`src/rtl/i2c_tx_feeder_pkg.sv`:
```
// Shared I2C register bit definitions and transmit-feeder defaults.
package i2c_tx_feeder_pkg;

    // I2CSR bit index of MCF (transfer complete), sliced by the integration wrapper.
    localparam int I2CSR_MCF_BIT     = 7;
    localparam int I2C_TXF_DEPTH_DEF = 16;

endpackage

```
`src/rtl/i2c_tx_feeder_ram.sv`:
```
// i2c_txf_ram: DEPTH x 8 storage, synchronous write, asynchronous read, no reset.
module i2c_txf_ram #(
    parameter int DEPTH = 16,
    parameter int AW    = 4
) (
    input  logic          clk,
    input  logic          we,
    input  logic [AW-1:0] waddr,
    input  logic [7:0]    wdata,
    input  logic [AW-1:0] raddr,
    output logic [7:0]    rdata
);

    logic [7:0] mem [DEPTH];

    always_ff @(posedge clk) begin
        if (we) begin
            mem[waddr] <= wdata;
        end
    end

    assign rdata = mem[raddr];

endmodule

```
`src/rtl/i2c_tx_feeder.sv`:
```
// Transmit-byte feeder for i2c_master: host FIFO popped on each MCF rising edge.
// Optional watermark interrupt built when I2C_TXF_WATERMARK_EN is defined.
module i2c_tx_feeder
    import i2c_tx_feeder_pkg::*;
#(
    parameter int DEPTH = I2C_TXF_DEPTH_DEF,
    parameter int AW    = 4
) (
    input  logic          I_CLK,
    input  logic          I_RSTN,
    input  logic          I_WR_EN,
    input  logic [7:0]    I_WR_DATA,
    input  logic          I_FLUSH,
    input  logic          I_CLR_ERR,
    input  logic          I_MCF,
`ifdef I2C_TXF_WATERMARK_EN
    input  logic [AW:0]   I_WMARK,
    output logic          O_WMARK_IRQ,
`endif
    output logic [7:0]    O_I2CDR,
    output logic          O_TXRX_DONE,
    output logic          O_FULL,
    output logic          O_EMPTY,
    output logic [AW:0]   O_LEVEL,
    output logic          O_OVERRUN,
    output logic          O_UNDERRUN
);

    logic [AW-1:0] wr_ptr_q, wr_ptr_d;
    logic [AW-1:0] rd_ptr_q, rd_ptr_d;
    logic [AW:0]   level_q, level_d;
    logic          mcf_prev_q, mcf_prev_d;
    logic [7:0]    dr_q, dr_d;
    logic          done_q, done_d;
    logic          overrun_q, overrun_d;
    logic          underrun_q, underrun_d;

    logic          full, empty, pop_req, do_pop, do_wr;
    logic [7:0]    rd_data;

    assign full    = (level_q == (AW+1)'(DEPTH));
    assign empty   = (level_q == '0);
    assign pop_req = I_MCF & ~mcf_prev_q;
    assign do_pop  = pop_req & ~empty & ~I_FLUSH;
    // A pop in the same cycle frees the slot, so a write at full is still accepted.
    assign do_wr   = I_WR_EN & ~I_FLUSH & (~full | do_pop);

    i2c_txf_ram #(
        .DEPTH (DEPTH),
        .AW    (AW)
    ) u_ram (
        .clk   (I_CLK),
        .we    (do_wr),
        .waddr (wr_ptr_q),
        .wdata (I_WR_DATA),
        .raddr (rd_ptr_q),
        .rdata (rd_data)
    );

    always_comb begin
        wr_ptr_d   = wr_ptr_q;
        rd_ptr_d   = rd_ptr_q;
        level_d    = level_q;
        dr_d       = dr_q;
        done_d     = 1'b0;
        mcf_prev_d = I_MCF;
        overrun_d  = I_CLR_ERR ? 1'b0 : overrun_q;
        underrun_d = I_CLR_ERR ? 1'b0 : underrun_q;

        if (I_FLUSH) begin
            wr_ptr_d = '0;
            rd_ptr_d = '0;
            level_d  = '0;
        end else begin
            if (do_pop) begin
                dr_d     = rd_data;
                done_d   = 1'b1;
                rd_ptr_d = rd_ptr_q + AW'(1);
            end
            if (do_wr) begin
                wr_ptr_d = wr_ptr_q + AW'(1);
            end
            case ({do_wr, do_pop})
                2'b10:   level_d = level_q + (AW+1)'(1);
                2'b01:   level_d = level_q - (AW+1)'(1);
                default: level_d = level_q;
            endcase
            // Error events override a same-cycle clear.
            if (pop_req && empty) begin
                underrun_d = 1'b1;
            end
            if (I_WR_EN && full && !do_pop) begin
                overrun_d = 1'b1;
            end
        end
    end

    always_ff @(posedge I_CLK) begin
        if (!I_RSTN) begin
            wr_ptr_q   <= '0;
            rd_ptr_q   <= '0;
            level_q    <= '0;
            mcf_prev_q <= 1'b1;
            dr_q       <= 8'h00;
            done_q     <= 1'b0;
            overrun_q  <= 1'b0;
            underrun_q <= 1'b0;
        end else begin
            wr_ptr_q   <= wr_ptr_d;
            rd_ptr_q   <= rd_ptr_d;
            level_q    <= level_d;
            mcf_prev_q <= mcf_prev_d;
            dr_q       <= dr_d;
            done_q     <= done_d;
            overrun_q  <= overrun_d;
            underrun_q <= underrun_d;
        end
    end

`ifdef I2C_TXF_WATERMARK_EN
    logic wmark_q, wmark_d;

    assign wmark_d = (level_q <= I_WMARK) & ~empty;

    always_ff @(posedge I_CLK) begin
        if (!I_RSTN) begin
            wmark_q <= 1'b0;
        end else begin
            wmark_q <= wmark_d;
        end
    end

    assign O_WMARK_IRQ = wmark_q;
`endif

    assign O_I2CDR     = dr_q;
    assign O_TXRX_DONE = done_q;
    assign O_FULL      = full;
    assign O_EMPTY     = empty;
    assign O_LEVEL     = level_q;
    assign O_OVERRUN   = overrun_q;
    assign O_UNDERRUN  = underrun_q;

endmodule
```
`config.mk`:
```
export PLATFORM = sky130hd
export DESIGN_NAME = i2c_tx_feeder
export DESIGN_NICKNAME = d
export VERILOG_FILES = /design/src/rtl/i2c_tx_feeder_pkg.sv /design/src/rtl/i2c_tx_feeder_ram.sv /design/src/rtl/i2c_tx_feeder.sv
export SDC_FILE = /design/constraint.sdc
export NUM_CORES = 1
export LEC_CHECK = 0
export CORE_ASPECT_RATIO = 1.1
export CORE_UTILIZATION = 49
export CTS_BUF_LIST = sky130_fd_sc_hd__clkbuf_2
export CTS_CLUSTER_DIAMETER = 60
export DETAILED_ROUTE_END_ITERATION = 16
export GPL_TIMING_DRIVEN = 1
export MAX_ROUTING_LAYER = met4
export PLACE_DENSITY_LB_ADDON = 0.08
export SYNTH_ARGS = -nofsm -noshare
export SYNTH_HDL_FRONTEND = slang
export SYNTH_HIERARCHICAL = 1
export SYNTH_SLANG_ARGS = --single-unit
```
`constraint.sdc`:
```
create_clock -name I_CLK -period 6.3 [get_ports I_CLK]
set_input_delay 1.89 -clock I_CLK [delete_from_list [all_inputs] [get_ports I_CLK]]
set_output_delay 1.89 -clock I_CLK [all_outputs]
set_load 0.03 [all_outputs]
```
==> out/metrics.cfg, run 1 <==
[layout]
num-nets-final=416
final_common_cell=sky130_fd_sc_hd__edfxtp_1
mostFrequentLayoutCells=sky130_fd_sc_hd__edfxtp_1 (128), sky130_fd_sc_hd__nor2_1 (33), sky130_fd_sc_hd__clkdlybuf4s50_1 (31)
area.sequential_um2=4350
syn2layout_area_growth_pct=9.17
multi_input_area_um2=1750
drive_above_1_share_pct=13.5
n_fill_cell=1002
postLayoutCellArea_um2=6800
fin_util_pct=55.7
antenna_cells=0

[clocking]
ctsLongestPathBuffers=2
setup_buffers_after_cts=0
htree_levels=4
cts_root_buf=sky130_fd_sc_hd__clkbuf_2
clk_transition_reported_paths_ps=170
cts_num_sinks=153
cts_made_buffers=17
cells_resized_by_post_cts_repair=0
postCtsHoldBufs=0
cts_tree=done
clock_latency_ps=680

[logic_synthesis]
yosysSeqAreaShare_pct=69.8
primary_ff_master_synth=sky130_fd_sc_hd__edfxtp_1
synth_fp_nets=376
postSynth.asyncResetShare_pct=0
synthesis.instances=356
netlist_area_um2=6220
yosys_warnings=6
netlist-cell-type-count=47
synth-edff-count=128
synth-seq-cells=153
syn-mean-instance-area_um2=17.5

[setup_path]
worstSetupEndpointType=output port
cp_cell_sequence=or4_1 > nor2_1 > clkdlybuf4s50_1
critical_path.max_stage_delay_ps=710
timing.critical_path.fanout_max=7
required_time_reported_for_the_critical_path_endpoint_ps=4410
critical_path_startpoint_category=register
timing.critical_path.slowest_stage_cell=sky130_fd_sc_hd__or4_1
worst-setup-path-type=register to output port
arrival_time_of_data_at_the_critical_path_endpoint_ps=2670

[timing]
worst-slew-pin-transition_ps=1150
final_min_period_over_clock_period_pct=72.4
timing_hold_violations_final=0
fin_crit_ps=4560
setup_tns_ps=0
slew_violations=0
setup-violations-final=0
max_clock_skew_ps=23.0
grt_setup_unrepaired=no
maximum_clock_frequency_mhz=219
holdWs_ps=515
slew_headroom_pct=22.5

[route]
routed_via_density=5.78
via_total_after_detailed_routing=3234
ant_nets=0
remaining_drc_errors=0
route.detailed.wl_per_inst_um=21.2
initialDrtViolationCount=299
drt-pass1-iter-count=4
detail_route.wirelength_um=11900

[global_routing]
grt_usage_pct=21.2
vias_in_the_first_global_route=3257
grt_antenna_before_repair=0
grt_overflow=0
global_route_wire_length_before_repair_um=18600
grt_max_degree=36

[floorplanning]
number_of_rows_in_the_core_area=42
die_width_um=109
core_um2=12200
dieArea_um2=13200
floorplan.die.height_um=120
starting_density_of_the_core_pct=51.1
floorplan.io_pins=32

[run]
maxCapViolations=0

[min_path]
holdCritPathClass=register to register

[power_and_ir_drop]
leakage_nw=2.24
power.density_nw_per_um2=229
ir_drop_v=0.000145

[place]
final_weighted_congestion_in_routability_driven_placement=0.738
hpwlAfterDp_um=7510
numPortBuffers=31
place_area_um2=6650

[run_status]
outcome=finished clean

## worst paths after layout
| check | from | endpoint | slack (ps) | depth (start not counted) |
|---|---|---|---|---|
| setup / recovery | O_LEVEL[0] | O_EMPTY | 1740 | 3 |
| hold / removal | O_I2CDR[2] | O_I2CDR[2] | 520 | 2 |
| setup reg to reg | O_LEVEL[0] | O_LEVEL[4] | 3230 | 8 |
| hold reg to reg | O_I2CDR[2] | O_I2CDR[2] | 520 | 2 |
## routing by layer
layer / vias up / wire length (um) / global-route usage [%]
met2: 74 / 6010 / 32.3
met4: 0 / 119 / 8.17
li1: 1508 / - / -
met3: 9 / 590 / 4.69
met5: - / 0 / -
met1: 1643 / 5160 / 27.9
## cells in the mapped netlist, types with 2 or more instances
cell type,number,area [um2]
sky130_fd_sc_hd__a31oi_1,2,12.5
sky130_fd_sc_hd__clkdlybuf4s25_2,3,30.0
sky130_fd_sc_hd__edfxtp_1,128,3840
sky130_fd_sc_hd__nand3b_1,3,22.5
sky130_fd_sc_hd__nor3_1,6,30.0
sky130_fd_sc_hd__or4_1,2,15.0
sky130_fd_sc_hd__o21ai_0,6,30.0
sky130_fd_sc_hd__nand2_1,13,48.8
sky130_fd_sc_hd__mux4_2,18,405
sky130_fd_sc_hd__o211ai_1,4,30.0
sky130_fd_sc_hd__buf_6,4,45.0
sky130_fd_sc_hd__or3_1,2,12.5
sky130_fd_sc_hd__mux4_1,14,368
sky130_fd_sc_hd__buf_2,4,20.0
sky130_fd_sc_hd__nor2b_1,2,12.5
sky130_fd_sc_hd__and2_1,4,25.0
sky130_fd_sc_hd__mux2i_1,11,110
sky130_fd_sc_hd__ha_1,5,62.6
sky130_fd_sc_hd__clkbuf_1,2,7.51
sky130_fd_sc_hd__nand2b_1,7,43.8
sky130_fd_sc_hd__inv_1,5,18.8
sky130_fd_sc_hd__xor2_1,4,35.0
sky130_fd_sc_hd__dfxtp_1,25,500
sky130_fd_sc_hd__a22oi_1,16,120
sky130_fd_sc_hd__nor2_1,33,124
sky130_fd_sc_hd__nand3_1,7,35.0
sky130_fd_sc_hd__a21oi_1,6,30.0
## worst max-delay path, delay by kind of cell (launching register included)
family,cells,cell delay (ps)
buffers and inverters,1,690
DFF,1,410
and+or+nand+nor,2,900
## flip-flops by register name, indices dropped and copies added (netlist names)
register and cells:
u_ram/mem 128, O_I2CDR 8, O_LEVEL 5, rd_ptr_q 4
wr_ptr_q 4, O_OVERRUN 1, O_TXRX_DONE 1, O_UNDERRUN 1
mcf_prev_q 1
## report_power, final
part	internal (mW)	switching, mW
Sequential	1.10	0.00292
Combinational	0.0200	0.0363
Clock	0.100	0.297
Total	1.22	0.336
## layout make-up
| cell class | instances | area share, % |
|---|---|---|
| sequential | 153 | 63.9 |
| multi-input combinational | 183 | 25.7 |
| timing repair buffer | 36 | 5.12 |
| tap | 154 | 2.84 |
| clock buffer | 23 | 1.69 |
| clock inverter | 6 | 0.423 |
| inverter | 5 | 0.276 |
## per-stage QoR
stage / std cells / setup WS [ps] / total power, mW
floorplan: 356 / 2290 / 1.15
global placement: 531 / 1420 / 1.18
detailed placement: 531 / 1260 / 1.18
CTS: 560 / 1650 / 1.58
global route: 560 / 1550 / 1.62
finish: 560 / 1740 / 1.56
## cell families after synthesis
group	count (synthesis)	synth area share [%]
compound gates	42	4.70
xor+xnor	5	0.703
fa+ha+maj	6	1.33
buf+inv	20	2.15
flops	153	69.8
mux	44	14.4
simple gates	86	6.95
No activity file was read; power rests on OpenSTA's default activity.
==> run 2: changes to the inputs <==
==> constraint.sdc (replaced) <==
create_clock -name I_CLK -period 4.5 [get_ports I_CLK]
set_input_delay 1.35 -clock I_CLK [delete_from_list [all_inputs] [get_ports I_CLK]]
set_output_delay 1.35 -clock I_CLK [all_outputs]
set_load 0.03 [all_outputs]
==> out/metrics.cfg, run 2 (same netlist as run 1, synthesis figures left out) <==
[global_routing]
grt_overflow=0
grt_antenna_before_repair=1
vias_in_the_first_global_route=3258
global_route_wire_length_before_repair_um=18100
grt_max_degree=33
grt_usage_pct=20.1

[timing]
worst-slew-pin-transition_ps=1070
slew_violations=0
fin_crit_ps=4010
max_clock_skew_ps=19.5
slew_headroom_pct=28.4
grt_setup_unrepaired=no
maximum_clock_frequency_mhz=249
setup-violations-final=0
final_min_period_over_clock_period_pct=89.2
timing_hold_violations_final=0
setup_tns_ps=0

[place]
hpwlAfterDp_um=7680
final_weighted_congestion_in_routability_driven_placement=0.776
numPortBuffers=31

[layout]
syn2layout_area_growth_pct=12.0
fin_util_pct=57.2
num-nets-final=430
largest_register_ffs=128
mostFrequentLayoutCells=sky130_fd_sc_hd__edfxtp_1 (128), sky130_fd_sc_hd__nor2_1 (33), sky130_fd_sc_hd__clkdlybuf4s50_1 (31)
final_common_cell=sky130_fd_sc_hd__edfxtp_1
most_flop_heavy_register=u_ram/mem
drive_above_1_share_pct=16.5

[route]
ant_nets=0
route.detailed.wl_per_inst_um=19.9
drt-pass1-iter-count=4
remaining_drc_errors=0
routed_via_density=5.72
detail_route.wirelength_um=11500
initialDrtViolationCount=300
via_total_after_detailed_routing=3307

[min_path]
holdCritPathClass=register to register

[clocking]
cts_num_sinks=153
cells_resized_by_post_cts_repair=0
postCtsHoldBufs=0
clock_latency_ps=660
cts_made_buffers=17
ctsLongestPathBuffers=2
clk_transition_reported_paths_ps=200
cts_tree=done
htree_levels=4
setup_buffers_after_cts=0
cts_root_buf=sky130_fd_sc_hd__clkbuf_2

[floorplanning]
floorplan.io_pins=32
dieArea_um2=13200
core_um2=12200
number_of_rows_in_the_core_area=42
die_width_um=109
starting_density_of_the_core_pct=51.1
floorplan.die.height_um=120

[setup_path]
critical_path_startpoint_category=register
timing.critical_path.fanout_max=6
worst-setup-path-type=register to output port
required_time_reported_for_the_critical_path_endpoint_ps=3150
arrival_time_of_data_at_the_critical_path_endpoint_ps=2660
worstSetupEndpointType=output port

[power_and_ir_drop]
ir_drop_v=0.000246
power_frac_clock_pct=30.4
sw_frac_of_total_pct=21.4
power.sequential.fraction_pct=66.4
power.density_nw_per_um2=333
comb_power_share_pct=3.2
leakage_nw=2.34
p_int_mw=1.83
switchingPower_mw=0.497

[run]
maxCapViolations=0

[run_status]
outcome=finished clean

## run 2: cell types whose count changed in the layout (fill, tap and decap cells not counted), sizes merged
cell / previous run / this run
buf: 5 / 19
bufinv: 0 / 2
clkinv: 5 / 7
clkbuf: 23 / 22
diode: 0 / 1
## run 2: path summary, 6_finish.rpt
check | from | to | slack [ps] | depth (start not counted)
worst max-delay path | O_LEVEL[1] | O_EMPTY | 490 | 3
worst min-delay path | O_I2CDR[5] | O_I2CDR[5] | 530 | 2
worst max register to register | O_LEVEL[1] | O_LEVEL[4] | 1480 | 8
worst min register to register | O_I2CDR[5] | O_I2CDR[5] | 530 | 2
## run 2: layout make-up
| class | instances | area [um2] |
|---|---|---|
| diodes | 1 | 2.50 |
| multi-input cells | 183 | 1750 |
| well taps | 154 | 193 |
| inverters | 5 | 18.8 |
| flip-flops and latches | 153 | 4350 |
| repair buffers | 50 | 453 |
| fillers | 954 | 5220 |
| clock inverters | 10 | 104 |
| clock buffers | 22 | 110 |
## run 2: stage by stage
stage	total power, mW	hold slack (ps)	area [um2]	instances	setup slack (ps)
2_1_floorplan	1.61	475	6220	356	1030
3_3_place_gp	1.65	483	6760	545	638
3_5_place_dp	1.65	494	6760	545	519
4_1_cts	2.35	537	6970	577	393
5_1_grt	2.42	575	6970	578	267
6_report	2.32	530	6970	578	485
## run 2: per-layer routing
| metal | GRT usage [%] | share of wire (%) | wire [um] | up-vias |
|---|---|---|---|---|
| met5 | - | 0 | 0 | - |
| met4 | 6.00 | 0.52 | 60 | 0 |
| met3 | 5.50 | 4.1 | 470 | 4 |
| met2 | 31.7 | 51 | 5860 | 69 |
| met1 | 25.4 | 44 | 5100 | 1700 |
| li1 | - | - | - | 1534 |
## run 2: critical path: stages, from the launching register on
cell and delay, ps:
sky130_fd_sc_hd__dfxtp_1 440, sky130_fd_sc_hd__or4_1 680, sky130_fd_sc_hd__nor2_1 190, sky130_fd_sc_hd__clkdlybuf4s50_1 690
## run 2: power groups by stage
| stage | sequential [mW] | combinational [mW] | clock, mW |
|---|---|---|---|
| 2_1_floorplan | 1.58 | 0.0313 | 0 |
| 3_3_place_gp | 1.57 | 0.0732 | 0 |
| 3_5_place_dp | 1.57 | 0.0754 | 0 |
| 4_1_cts | 1.54 | 0.0756 | 0.730 |
| 5_1_grt | 1.54 | 0.0830 | 0.790 |
| 6_report | 1.54 | 0.0747 | 0.705 |
==> run 3: changes to the inputs <==
--- a/config.mk
+++ b/config.mk
@@ -5,6 +5,7 @@
 export SDC_FILE = /design/constraint.sdc
 export NUM_CORES = 1
 export LEC_CHECK = 0
+export ABC_CLOCK_PERIOD_IN_PS = 4500
 export CORE_ASPECT_RATIO = 1.1
 export CORE_UTILIZATION = 49
 export CTS_BUF_LIST = sky130_fd_sc_hd__clkbuf_2
@@ -15,5 +16,4 @@
 export PLACE_DENSITY_LB_ADDON = 0.08
 export SYNTH_ARGS = -nofsm -noshare
 export SYNTH_HDL_FRONTEND = slang
-export SYNTH_HIERARCHICAL = 1
 export SYNTH_SLANG_ARGS = --single-unit
==> out/metrics.cfg, run 3 <==
[setup_path]
critical_path.max_stage_delay_ps=710
arrival_time_of_data_at_the_critical_path_endpoint_ps=2770
critical_path_startpoint_category=register
worstSetupEndpointType=output port
required_time_reported_for_the_critical_path_endpoint_ps=3150
timing.critical_path.fanout_max=6
timing.critical_path.slowest_stage_cell=sky130_fd_sc_hd__clkdlybuf4s50_1
cp_cell_sequence=or4_1 > nor2_1 > clkdlybuf4s50_1
worst-setup-path-type=register to output port

[floorplanning]
number_of_rows_in_the_core_area=42
dieArea_um2=13100
die_width_um=109
floorplan.io_pins=32
floorplan.die.height_um=120
core_um2=12200
starting_density_of_the_core_pct=50.9

[clocking]
cts_tree=done
htree_levels=4
setup_buffers_after_cts=0
clk_transition_reported_paths_ps=240
cells_resized_by_post_cts_repair=0
ctsLongestPathBuffers=2
cts_root_buf=sky130_fd_sc_hd__clkbuf_2
clock_latency_ps=740
cts_num_sinks=153
postCtsHoldBufs=0
cts_made_buffers=17

[route]
route.detailed.wl_per_inst_um=21.0
drt-pass1-iter-count=8
detail_route.wirelength_um=12700
initialDrtViolationCount=306
via_total_after_detailed_routing=3454
routed_via_density=5.73
ant_nets=0
remaining_drc_errors=0

[logic_synthesis]
synth.top_cells.by_count=sky130_fd_sc_hd__edfxtp_1 (128), sky130_fd_sc_hd__mux2i_1 (37), sky130_fd_sc_hd__nor2_1 (32)
syn-mean-instance-area_um2=15.9
netlist-cell-type-count=46
synth_fp_nets=412
synth-edff-count=128
primary_ff_master_synth=sky130_fd_sc_hd__edfxtp_1
yosysTopAreaCellShare_pct=62.0
synth_most_common_cell=sky130_fd_sc_hd__edfxtp_1
postSynth.asyncResetShare_pct=0
yosys-top-cells-area=sky130_fd_sc_hd__edfxtp_1 (62%), sky130_fd_sc_hd__dfxtp_1 (8.1%), sky130_fd_sc_hd__mux2i_1 (6.0%)
synthesis.instances=389
yosys_warnings=0
synth-seq-cells=153
yosysTopAreaCell=sky130_fd_sc_hd__edfxtp_1
netlist_area_um2=6200
yosysSeqAreaShare_pct=70.0

[place]
numPortBuffers=31
place_area_um2=6750
final_weighted_congestion_in_routability_driven_placement=0.787
hpwlAfterDp_um=8310

[power_and_ir_drop]
ir_drop_v=0.000239
leakage_nw=2.22
power.density_nw_per_um2=368
total_power_mw=2.61

[timing]
timing_hold_violations_final=0
worst-slew-pin-transition_ps=1030
setup_tns_ps=0
fin_crit_ps=4120
max_clock_skew_ps=47.1
slew_headroom_pct=31.5
final_min_period_over_clock_period_pct=91.6
grt_setup_unrepaired=no
maximum_clock_frequency_mhz=243
slew_violations=0
setup-violations-final=0

[global_routing]
grt_max_degree=35
global_route_wire_length_before_repair_um=19200
grt_antenna_before_repair=1
grt_overflow=0
grt_usage_pct=21.9
vias_in_the_first_global_route=3315

[run]
maxCapViolations=0

[layout]
most_flop_heavy_register=u_ram.mem
largest_register_ffs=128
final_common_cell=sky130_fd_sc_hd__edfxtp_1
drive_above_1_share_pct=15.8
mostFrequentLayoutCells=sky130_fd_sc_hd__edfxtp_1 (128), sky130_fd_sc_hd__mux2i_1 (37), sky130_fd_sc_hd__nor2_1 (32)
num-nets-final=459
n_fill_cell=979
postLayoutCellArea_um2=7090
fin_util_pct=58.1
area.sequential_um2=4350
syn2layout_area_growth_pct=14.2
multi_input_area_um2=1740

[min_path]
holdCritPathClass=register to register

[run_status]
outcome=finished clean

-- run 3: path summary, 6_finish.rpt --
| kind | startpoint | to | slack [ps] | depth (start not counted) |
|---|---|---|---|---|
| worst max-delay path | O_LEVEL[0] | O_EMPTY | 380 | 3 |
| worst min-delay path | O_OVERRUN | O_OVERRUN | 510 | 2 |
| worst max register to register | O_LEVEL[0] | O_LEVEL[4] | 1700 | 9 |
| worst min register to register | O_OVERRUN | O_OVERRUN | 510 | 2 |
-- run 3: worst max-delay path: cells and delay by family (launching register included) --
kind | cells | cell delay [ps]
buf+inv | 1 | 710
flops | 1 | 420
simple gates | 2 | 910
-- run 3: through the flow --
| step | cells | hold slack, ps | setup WS [ps] |
|---|---|---|---|
| finish | 603 | 508 | 380 |
| global placement | 571 | 472 | 602 |
| CTS | 602 | 516 | 311 |
| detailed placement | 571 | 491 | 498 |
| global route | 603 | 569 | 182 |
| floorplan | 389 | 533 | 1280 |
-- run 3: area by class of cell --
cell class	instances	area share, %
flip-flops and latches	153	61.3
multi-input cells	208	24.5
repair buffers	49	6.29
clock inverters	14	3.57
well taps	154	2.72
clock buffers	17	1.20
inverters	7	0.371
diodes	1	0.0353
-- run 3: kinds of logic after synthesis --
kind of cell	share of synthesized area (%)
xor+xnor	0.988
buf+inv	1.98
flops	70.0
compound gates	6.52
mux	11.8
fa+ha+maj	1.94
simple gates	6.78
-- run 3: metal layers --
metal / GRT usage, % / wire length [um] / up-vias
met5: - / 0 / -
li1: - / - / 1613
met1: 29.7 / 5730 / 1733
met2: 31.4 / 6010 / 92
met4: 9.92 / 258 / 0
met3: 5.32 / 672 / 16
-- run 3: where the power goes --
part | internal (mW) | switching [mW]
sequential | 1.54 | 0.00317
combinational | 0.0251 | 0.0449
clock | 0.524 | 0.474
